## src/rtl/pe_pkg.sv

```systemverilog
// Shared definitions for the PE command issuer.
// Holds the PE opcode and function codes, the bit positions of the opcode
// and function fields inside the PE's opcode_func word, the issuer FSM
// state encoding, and a helper that packs an opcode_func word.
package pe_pkg;

  localparam logic [6:0] OPC_ARITH = 7'b0000001;
  localparam logic [6:0] OPC_FPU   = 7'b0000010;
  localparam logic [6:0] OPC_COMP  = 7'b0010000;

  localparam logic [4:0] FN_ADD  = 5'b00001;
  localparam logic [4:0] FN_SUB  = 5'b00010;
  localparam logic [4:0] FN_MAC  = 5'b00011;
  localparam logic [4:0] FN_FMAX = 5'b00100;
  localparam logic [4:0] FN_FMIN = 5'b00101;
  localparam logic [4:0] FN_EQ   = 5'b01000;
  localparam logic [4:0] FN_LT   = 5'b01001;

  localparam int OPC_HI  = 31;
  localparam int OPC_LO  = 25;
  localparam int FUNC_HI = 24;
  localparam int FUNC_LO = 20;

  typedef enum logic [1:0] {
    IDLE  = 2'd0,
    RUN   = 2'd1,
    DRAIN = 2'd2
  } state_t;

  function automatic logic [31:0] pack_opfunc(input logic [6:0] opc, input logic [4:0] fn);
    logic [31:0] w;
    w = '0;
    w[OPC_HI:OPC_LO]   = opc;
    w[FUNC_HI:FUNC_LO] = fn;
    return w;
  endfunction

endpackage

```

## src/rtl/pe_issue_ctrl_fifo.sv

```systemverilog
// Response FIFO for the PE issuer: first-word-fall-through, no bypass.
// Ports:
//   clk, rst_n  clock, asynchronous active-low reset (clears storage too)
//   push, wdata write one entry
//   pop         remove the head entry (ignored when empty)
//   rdata       head entry, valid while empty=0
//   empty       no entries held
//   count       number of entries held (0..DEPTH)
// A push and a pop on the same edge while full is legal: the slot being
// freed is the one being written, and the count is unchanged.
module pe_rsp_fifo #(
  parameter int WIDTH = 36,
  parameter int DEPTH = 4
) (
  input  logic                       clk,
  input  logic                       rst_n,
  input  logic                       push,
  input  logic [WIDTH-1:0]           wdata,
  input  logic                       pop,
  output logic [WIDTH-1:0]           rdata,
  output logic                       empty,
  output logic [$clog2(DEPTH+1)-1:0] count
);

  localparam int AW = $clog2(DEPTH);
  localparam int CW = $clog2(DEPTH+1);

  logic [WIDTH-1:0] mem [DEPTH];
  logic [AW-1:0]    wr_ptr;
  logic [AW-1:0]    rd_ptr;
  logic             do_pop;

  assign empty  = (count == '0);
  assign do_pop = pop && !empty;
  assign rdata  = mem[rd_ptr];

  always_ff @(posedge clk or negedge rst_n) begin
    if (!rst_n) begin
      for (int i = 0; i < DEPTH; i++) mem[i] <= '0;
      wr_ptr <= '0;
      rd_ptr <= '0;
      count  <= '0;
    end else begin
      if (push) begin
        mem[wr_ptr] <= wdata;
        wr_ptr      <= wr_ptr + 1'b1;
      end
      if (do_pop) rd_ptr <= rd_ptr + 1'b1;
      count <= count + CW'(push) - CW'(do_pop);
    end
  end

endmodule

```

## src/rtl/pe_issue_ctrl.sv

```systemverilog
// Command issuer and result collector for one pe_core_v2 instance.
// Tagged commands are packed into the PE's opcode_func word and issued one
// per cycle; a shift register of {valid, tag} follows each command through
// the PE's fixed latency so the returning result can be re-tagged and queued
// in the response FIFO. The PE cannot stall, so a command is only accepted
// while FIFO entries plus commands in flight leave room in the FIFO.
// Ports:
//   clk, rst_n                 clock, asynchronous active-low reset
//   en                         1 = accept commands, 0 = drain
//   cmd_*                      command valid/ready, opcode, func, operands, tag
//   pe_opcode_func, pe_op1..3  registered command to the PE, held between issues
//   pe_valid_in                one-cycle issue strobe
//   pe_result_out/_valid       PE result and its strobe
//   rsp_valid/ready/data/tag   response stream, in issue order
//   busy                       work pending (FSM active, in flight, or FIFO non-empty)
//   err_spurious, err_missing  sticky PE protocol errors
//   issue_cnt, done_cnt        accepted / queued counts, wrapping
module pe_issue_ctrl
  import pe_pkg::*;
#(
  parameter int DEPTH  = 4,
  parameter int TAG_W  = 4,
  parameter int PE_LAT = 2,
  parameter int CNT_W  = 16
) (
  input  logic             clk,
  input  logic             rst_n,
  input  logic             en,
  input  logic             cmd_valid,
  output logic             cmd_ready,
  input  logic [6:0]       cmd_opcode,
  input  logic [4:0]       cmd_func,
  input  logic [31:0]      cmd_op1,
  input  logic [31:0]      cmd_op2,
  input  logic [31:0]      cmd_op3,
  input  logic [TAG_W-1:0] cmd_tag,
  output logic [31:0]      pe_opcode_func,
  output logic [31:0]      pe_op1,
  output logic [31:0]      pe_op2,
  output logic [31:0]      pe_op3,
  output logic             pe_valid_in,
  input  logic [31:0]      pe_result_out,
  input  logic             pe_result_valid,
  output logic             rsp_valid,
  input  logic             rsp_ready,
  output logic [31:0]      rsp_data,
  output logic [TAG_W-1:0] rsp_tag,
  output logic             busy,
  output logic             err_spurious,
  output logic             err_missing,
  output logic [CNT_W-1:0] issue_cnt,
  output logic [CNT_W-1:0] done_cnt
);

  localparam int FW = 32 + TAG_W;
  localparam int CW = $clog2(DEPTH+1);
  localparam logic [CW:0] DEPTH_W = (CW+1)'(DEPTH);

  state_t           state, state_nxt;
  logic [CW-1:0]    inflight;
  logic [CW-1:0]    fifo_count;
  logic             fifo_empty;
  logic [FW-1:0]    fifo_rdata;
  logic             accept, fifo_push, fifo_pop, miss, retire;

  logic [PE_LAT:0]  vld_pipe;
  logic [TAG_W-1:0] tag_pipe [PE_LAT+1];

  // Credit check: every command in flight owns a future FIFO slot.
  assign cmd_ready = (state == RUN) && (({1'b0, fifo_count} + {1'b0, inflight}) < DEPTH_W);
  assign accept    = cmd_valid && cmd_ready;

  // The last pipeline stage lines up with pe_result_valid.
  assign fifo_push = vld_pipe[PE_LAT] && pe_result_valid;
  assign miss      = vld_pipe[PE_LAT] && !pe_result_valid;
  assign retire    = fifo_push || miss;
  assign fifo_pop  = rsp_valid && rsp_ready;

  assign rsp_valid = !fifo_empty;
  assign rsp_data  = fifo_rdata[FW-1:TAG_W];
  assign rsp_tag   = fifo_rdata[TAG_W-1:0];
  assign busy      = (state != IDLE) || (inflight != '0) || !fifo_empty;

  always_comb begin
    state_nxt = state;
    case (state)
      IDLE:    if (en) state_nxt = RUN;
      RUN:     if (!en) state_nxt = DRAIN;
      DRAIN: begin
        if (en)                  state_nxt = RUN;
        else if (inflight == '0) state_nxt = IDLE;
      end
      default: state_nxt = IDLE;
    endcase
  end

  always_ff @(posedge clk or negedge rst_n) begin
    if (!rst_n) begin
      state        <= IDLE;
      inflight     <= '0;
      issue_cnt    <= '0;
      done_cnt     <= '0;
      err_spurious <= 1'b0;
      err_missing  <= 1'b0;
    end else begin
      state    <= state_nxt;
      inflight <= inflight + CW'(accept) - CW'(retire);
      if (accept)                               issue_cnt    <= issue_cnt + 1'b1;
      if (fifo_push)                            done_cnt     <= done_cnt + 1'b1;
      if (miss)                                 err_missing  <= 1'b1;
      if (pe_result_valid && !vld_pipe[PE_LAT]) err_spurious <= 1'b1;
    end
  end

  // Issue stage: command registered toward the PE.
  always_ff @(posedge clk or negedge rst_n) begin
    if (!rst_n) begin
      pe_valid_in    <= 1'b0;
      pe_opcode_func <= '0;
      pe_op1         <= '0;
      pe_op2         <= '0;
      pe_op3         <= '0;
    end else begin
      pe_valid_in <= accept;
      if (accept) begin
        pe_opcode_func <= pack_opfunc(cmd_opcode, cmd_func);
        pe_op1         <= cmd_op1;
        pe_op2         <= cmd_op2;
        pe_op3         <= cmd_op3;
      end
    end
  end

  // Expect pipeline: stage 0 is loaded alongside pe_valid_in.
  always_ff @(posedge clk or negedge rst_n) begin
    if (!rst_n) begin
      vld_pipe <= '0;
      for (int i = 0; i <= PE_LAT; i++) tag_pipe[i] <= '0;
    end else begin
      vld_pipe    <= {vld_pipe[PE_LAT-1:0], accept};
      tag_pipe[0] <= cmd_tag;
      for (int i = 1; i <= PE_LAT; i++) tag_pipe[i] <= tag_pipe[i-1];
    end
  end

  pe_rsp_fifo #(
    .WIDTH (FW),
    .DEPTH (DEPTH)
  ) u_fifo (
    .clk   (clk),
    .rst_n (rst_n),
    .push  (fifo_push),
    .wdata ({pe_result_out, tag_pipe[PE_LAT]}),
    .pop   (fifo_pop),
    .rdata (fifo_rdata),
    .empty (fifo_empty),
    .count (fifo_count)
  );

endmodule

```

## config.mk

```make
export PLATFORM = sky130hd
export DESIGN_NAME = pe_issue_ctrl
export DESIGN_NICKNAME = d
export VERILOG_FILES = /design/src/rtl/pe_pkg.sv /design/src/rtl/pe_issue_ctrl_fifo.sv /design/src/rtl/pe_issue_ctrl.sv
export SDC_FILE = /design/constraint.sdc
export NUM_CORES = 1
export LEC_CHECK = 0
export ABC_AREA = 1
export BUFFER_PORTS_ARGS = -buffer_cell sky130_fd_sc_hd__buf_2
export CORE_MARGIN = 2
export CORE_UTILIZATION = 53
export CTS_CLUSTER_SIZE = 28
export DETAILED_ROUTE_END_ITERATION = 10
export PLACE_DENSITY = 0.85
export SYNTH_ARGS = -nofsm -noshare
export SYNTH_HDL_FRONTEND = slang
export SYNTH_HIERARCHICAL = 1
export SYNTH_SLANG_ARGS = --single-unit
export TNS_END_PERCENT = 30
```

## constraint.sdc

```tcl
create_clock -name clk -period 2.9 [get_ports clk]
set_clock_uncertainty 0.1 [all_clocks]
set_input_delay 0.29 -clock clk [delete_from_list [all_inputs] [get_ports clk]]
set_output_delay 0.29 -clock clk [all_outputs]
set_load 0.02 [all_outputs]
```

Yosys cells after proc, flatten, opt, wreduce, memory -nomap -nowiden
Cells that the tools add are included.

Magnitude comparators: 4. Mux-type cells: 11. Add/subtract/negate cells: 9. Equal/unequal tests: 5. Reductions and logical operators: 20. Bitwise logic cells: 2.

Operator list (number): bitwise mux 144 bit (1); 2-to-1 mux 36 bit (3); binary-select mux 36 bit (select 2 bit) (1); demux 36 bit (select 2 bit) (1); adder 16 x 1 -> 16 bit, second input constant (2); logical AND 1 bit (8); 2-to-1 mux 2 bit (4); adder 3 x 1 -> 3 bit (2); >= comparator 3 bit, second input constant (2); logical NOT 3 bit (2); NOT 2 -> 3 bit (2); one-hot mux 2 bit (3 select lines) (1); subtractor 3 x 1 -> 3 bit (2); adder 2 x 1 -> 2 bit, second input constant (2); adder 3 x 3 -> 4 bit (1); < comparator 4 x 3 -> 1 bit, second input constant (1); != test 2 bit, second input constant (2); logical NOT 1 bit (3); logical OR 1 bit (3); < comparator 3 x 1 -> 1 bit, second input constant (1); != test 3 bit, second input constant (1); AND reduction 3 bit (1); nonzero test 3 bit (1); == test 2 x 1 -> 1 bit, second input constant (1); 3 further kinds (3).

Bits in registers: 314. Output and inout bits: 202. Input port bits: 150.

Longest topological paths before layout
Depth in word-level cells: 6. Gate-level depth with buffers: 13. Depth with buffers taken out: 13.

Hierarchy
Netlist, hierarchy kept.

Modules (own cells, without submodules): pe_rsp_fifo (times used 1, area an instance 6869.1 um2, cells each 856); pe_issue_ctrl (times used 1, area an instance 6628.9 um2, cells each 753).

Least setup slack after synthesis
Ideal clock, no wire load.

Path kind: register to register. From: register inflight[2]. To: register inflight[2]. Clock period less this slack: 2.964 ns. Buffers on the path: 1. Stages on the path, launching flop included: 13. Arrival: 2.736 ns. Setup slack: -0.064 ns. Data required time: 2.671 ns. Library setup time: 0.129 ns. Cell sequence: dfrtp_1 ha_1 nor2_1 nand2_1 nor2_1 nand2_1 clkbuf_1 ha_1 inv_1 ha_1 fa_1 xnor2_1 xor2_1.

Cells in the longest elaborated chain, start to end: 6.

Ends and longest elaborated chain: from (decl) (RTL line pe_issue_ctrl.sv:60) `logic [CW-1:0] inflight;`; from (signal assigned) (RTL line pe_issue_ctrl.sv:107) `inflight <= inflight + CW'(accept) - CW'(retire);`; adder 3 x 3 -> 4 bit (RTL line pe_issue_ctrl.sv:70) `assign cmd_ready = (state == RUN) && (({1'b0, fifo_count} + {1'b0, inflight}) < DEPTH_W);`; < comparator 4 x 3 -> 1 bit (RTL line pe_issue_ctrl.sv:70); logical AND 1 bit (RTL line pe_issue_ctrl.sv:70); named net cmd_ready (RTL line pe_issue_ctrl.sv:30) `output logic cmd_ready,`; logical AND 1 bit (RTL line pe_issue_ctrl.sv:71) `assign accept = cmd_valid && cmd_ready;`; adder 3 x 1 -> 3 bit (RTL line pe_issue_ctrl.sv:107); subtractor 3 x 1 -> 3 bit (RTL line pe_issue_ctrl.sv:107).

The timed path passes the listed nets, and every way through them passes these cells. A chain may end at the register's enable or synchronous reset.

Worst setup path after layout
From: register inflight[2]. To: register inflight[2].

Cells in the longest elaborated chain, start to end: 6.

Ends and longest elaborated chain (RTL line): adder 3 x 3 -> 4 bit (pe_issue_ctrl.sv:70); < comparator 4 x 3 -> 1 bit (pe_issue_ctrl.sv:70); logical AND 1 bit (pe_issue_ctrl.sv:70); logical AND 1 bit (pe_issue_ctrl.sv:71); adder 3 x 1 -> 3 bit * (pe_issue_ctrl.sv:107); subtractor 3 x 1 -> 3 bit * (pe_issue_ctrl.sv:107).

Every way passes the cells marked *; elsewhere a longest branch is shown, timed or not.

==> impl_metrics.csv <==
group,metric,value,unit
yosys,synth-xor-area-share,0.0143,
global_route,grt_start_max_net_pins,125,
floorplanning,row_count,58,
critical_path,cp_slowest_cell,"dfrtp_1",
final_layout,area.growth.synth_to_final,33.0,%
timing,hold_viol_final,0,
global_route,grt_overflow_total,0,
job,drv_cap,0,
cts,cts_resized,0,
cts,cts_hold_buf,135,
detailed_routing,avgRoutedWirePerCell,17.5,um
timing,rsz0062_at_grt,"no",
critical_path,cpMostUsedCell,"ha_1",
yosys,synth.area.mux_share,0,
critical_path,worst_setup_path_start_kind,"flip-flop",
critical_path,cp.arrival,2890,ps
detailed_routing,vias_per_cell,5.39,
cts,clkLatencyLatePin,520,ps
final_layout,utilization,0.715,
cts,clkTransAtPathRegs,60,ps
worst_hold_path,hold_path_class,"in -> reg",
placement,place_hpwl,22000,um
status,status,"finished, final reports clean",
critical_path,r2r_cells,11,
cts,cts_buffer_depth,3,
detailed_routing,drt_iter0_drc,1488,
yosys,ys_seq_elements,313,
critical_path,cp_max_fo,3,
critical_path,cp.required,3200,ps
global_route,grt_pass1_vias,12800,
global_route,grt_usage,0.312,
final_layout,final_common_cell,"nand2_1",
critical_path,cp-startpoint,"inflight[2]$_DFF_PN0_",
floorplanning,initial_core_util,0.538,
critical_path,endpoint,"inflight[2]$_DFF_PN0_",
cts,cts_setup_buffers,0,
floorplanning,dieArea,26800,um2
placement,pre_cts_slack,328,ps
yosys,yosys.area_share.adder,0.0141,
yosys,synth_cell_type_count,25,
timing,tightestPinTransition,838,ps
yosys,syn_inst,1609,
yosys,seq_area_frac_synth,0.580,
detailed_routing,dr.pass1.iters,8,
critical_path,worstSetupEndpointType,"flip-flop",
cts,cts.sinks,313,
cts,cts_tree,"done",
power,p_leak,9.63,nW
timing,finalWorstSetupSlack,307,ps
global_route,grt_pass1_wl,65900,um
detailed_routing,drc_errors,0,
cts,htree_levels,2,
timing,slew_violations,0,
timing,fin_crit,2590,ps
timing,clock.fmax,0.386,GHz
timing,fin_crit_sh,0.894,
critical_path,path_class,"reg -> reg",
yosys,synth_simple_gate_area_share,0.233,
cts,cts_root_buffer,"clkbuf_16",
timing,slew_headroom,0.440,
critical_path,worstReg2RegEnd,"inflight[2]$_DFF_PN0_",
yosys,synth_compound_area_frac,0.0842,
detailed_routing,drtAntennaViolNets,0,
yosys,synth_top_family_by_area,"simple AND/OR/NAND/NOR gates",
power,powerDensity,1030,nW/um2
detailed_routing,wl,42100,um
yosys,yosysWarnings,6,
timing,setup_viol,0,
placement,place_congestion,0.867,
floorplanning,die_w,164,um
critical_path,reg2reg_slack,310,ps
yosys,avgSynthCellArea,8.39,um2
critical_path,crit_chain,"ha_1 -> nor2_1 -> nand2_1 -> nor2_2 -> nand2_4 -> ha_1 -> inv_1 -> ha_1 -> fa_1 -> xnor2_1 -> xor2_1",
timing,tns,0,ps
power,vdd_drop_max,0.765,mV
detailed_routing,vias,13000,
final_layout,final_cell_mix,"nand2_1, buf_2, dfrtp_1",
cts,cts_made_buffers,35,
floorplanning,core_area,25100,um2
critical_path,slowest_delay,410,ps
floorplanning,die_h,164,um
global_route,antenna_found_initial,2,
critical_path,reg2reg_from,"inflight[2]$_DFF_PN0_",
final_layout,final_nets,2212,
placement,io_buffers,331,
final_layout,drive_above_1_share,0.202,
yosys,netlist_area,13500,um2
floorplanning,ios,352,
[registers in the layout (all words and copies together) (netlist names)]
signal	cells
pe_op2	32
inflight	3
tag_pipe	12
issue_cnt	16
u_fifo/mem	144
done_cnt	16
pe_op3	32
pe_op1	32
pe_opcode_func	12
vld_pipe	3
u_fifo/count	3
u_fifo/wr_ptr	2
err_spurious	1
err_missing	1
state	2
u_fifo/rd_ptr	2
[power breakdown]
part | leakage, nW | switching, mW | internal (mW)
logic | 4.94 | 4.59 | 2.23
clock network | 0.624 | 1.82 | 2.95
registers | 4.07 | 0.995 | 5.86
total | 9.63 | 7.41 | 11.0
[worst min path at each step]
| stage | endpoint | slack, ps | cells after the start | from |
|---|---|---|---|---|
| floorplan | done_cnt[0]$_DFFE_PN0P_ | -110 | 0 | rst_n |
| global placement | u_fifo/mem[42]$_DFFE_PN0P_ | 130 | 1 | rst_n |
| detailed placement | u_fifo/mem[6]$_DFFE_PN0P_ | 130 | 1 | rst_n |
| CTS | u_fifo/mem[18]$_DFFE_PN0P_ | 0.9 | 3 | pe_result_out[14] |
| global route | u_fifo/mem[129]$_DFFE_PN0P_ | 10 | 3 | pe_result_out[17] |
| finish | u_fifo/mem[98]$_DFFE_PN0P_ | 10 | 3 | pe_result_out[22] |
[cell usage after synthesis]
| master | n | area, um2 |
|---|---|---|
| inv_2 | 3 | 11.3 |
| ha_1 | 12 | 150 |
| xnor2_1 | 11 | 96.3 |
| inv_1 | 115 | 432 |
| nand3_1 | 20 | 100 |
| nor3_1 | 4 | 20.0 |
| fa_1 | 2 | 40.0 |
| clkinv_1 | 1 | 3.75 |
| o21ai_0 | 22 | 110 |
| o21bai_1 | 1 | 7.51 |
| nand2_1 | 672 | 2520 |
| nand4_1 | 9 | 56.3 |
| nand3b_1 | 2 | 15.0 |
| clkbuf_1 | 16 | 60.1 |
| dfrtp_1 | 313 | 7830 |
| xor2_1 | 11 | 96.3 |
| nor2_1 | 104 | 390 |
| nor3_2 | 1 | 10.0 |
| buf_2 | 43 | 215 |
| o21ai_1 | 202 | 1010 |
| nand2_2 | 4 | 25.0 |
| buf_4 | 36 | 270 |
| conb_1 | 1 | 3.75 |
| a21o_1 | 1 | 7.51 |
| buf_1 | 3 | 11.3 |
[metrics by stage]
step           std cells  hold WS (ps)  power [mW]  cell area (um2)
2_1_floorplan       1628          -106        10.9            13600
3_3_place_gp        2206           127        12.9            15300
3_5_place_dp        2206           128        13.1            15300
4_1_cts             2403         0.854        18.1            17900
5_1_grt             2405          12.9        19.4            17900
6_report            2405          14.2        18.4            17900
[final cells by class]
cell class	count	area (um2)
clock inverters	16	226
diodes	2	5.00
flip-flops and latches	313	7840
clock buffers	46	1030
well taps	330	413
repair buffers	481	3240
inverters	119	447
fillers	1675	7160
multi-input cells	1098	4750
[worst max-delay path, delay by kind of cell, from the launching register on]
family / cells / cell delay [ps]
xor+xnor: 2 / 290
fa+ha+maj: 4 / 1170
buf+inv: 1 / 40
flops: 1 / 410
simple gates: 4 / 470
[layer usage]
metal / up-vias / track usage / part of all wire
met3: 235 / 0.0632 / 0.085
met4: 0 / 0.197 / 0.076
met5: - / 0 / 0
met1: 6052 / 0.369 / 0.36
met2: 847 / 0.524 / 0.48
li1: 5818 / - / -
[cells by family (layout without fill, tap and decap cells)]
| group | after synthesis | count (layout) |
|---|---|---|
| other | 1 | 22 |
| and+or+nand+nor | 816 | 816 |
| xor gates and xnor gates | 22 | 22 |
| buffers and inverters | 217 | 662 |
| adders and majority gates | 14 | 14 |
| DFF | 313 | 313 |
| AOI/OAI and AO/OA | 226 | 226 |
Note: power is estimated with default switching activity, not from simulation.
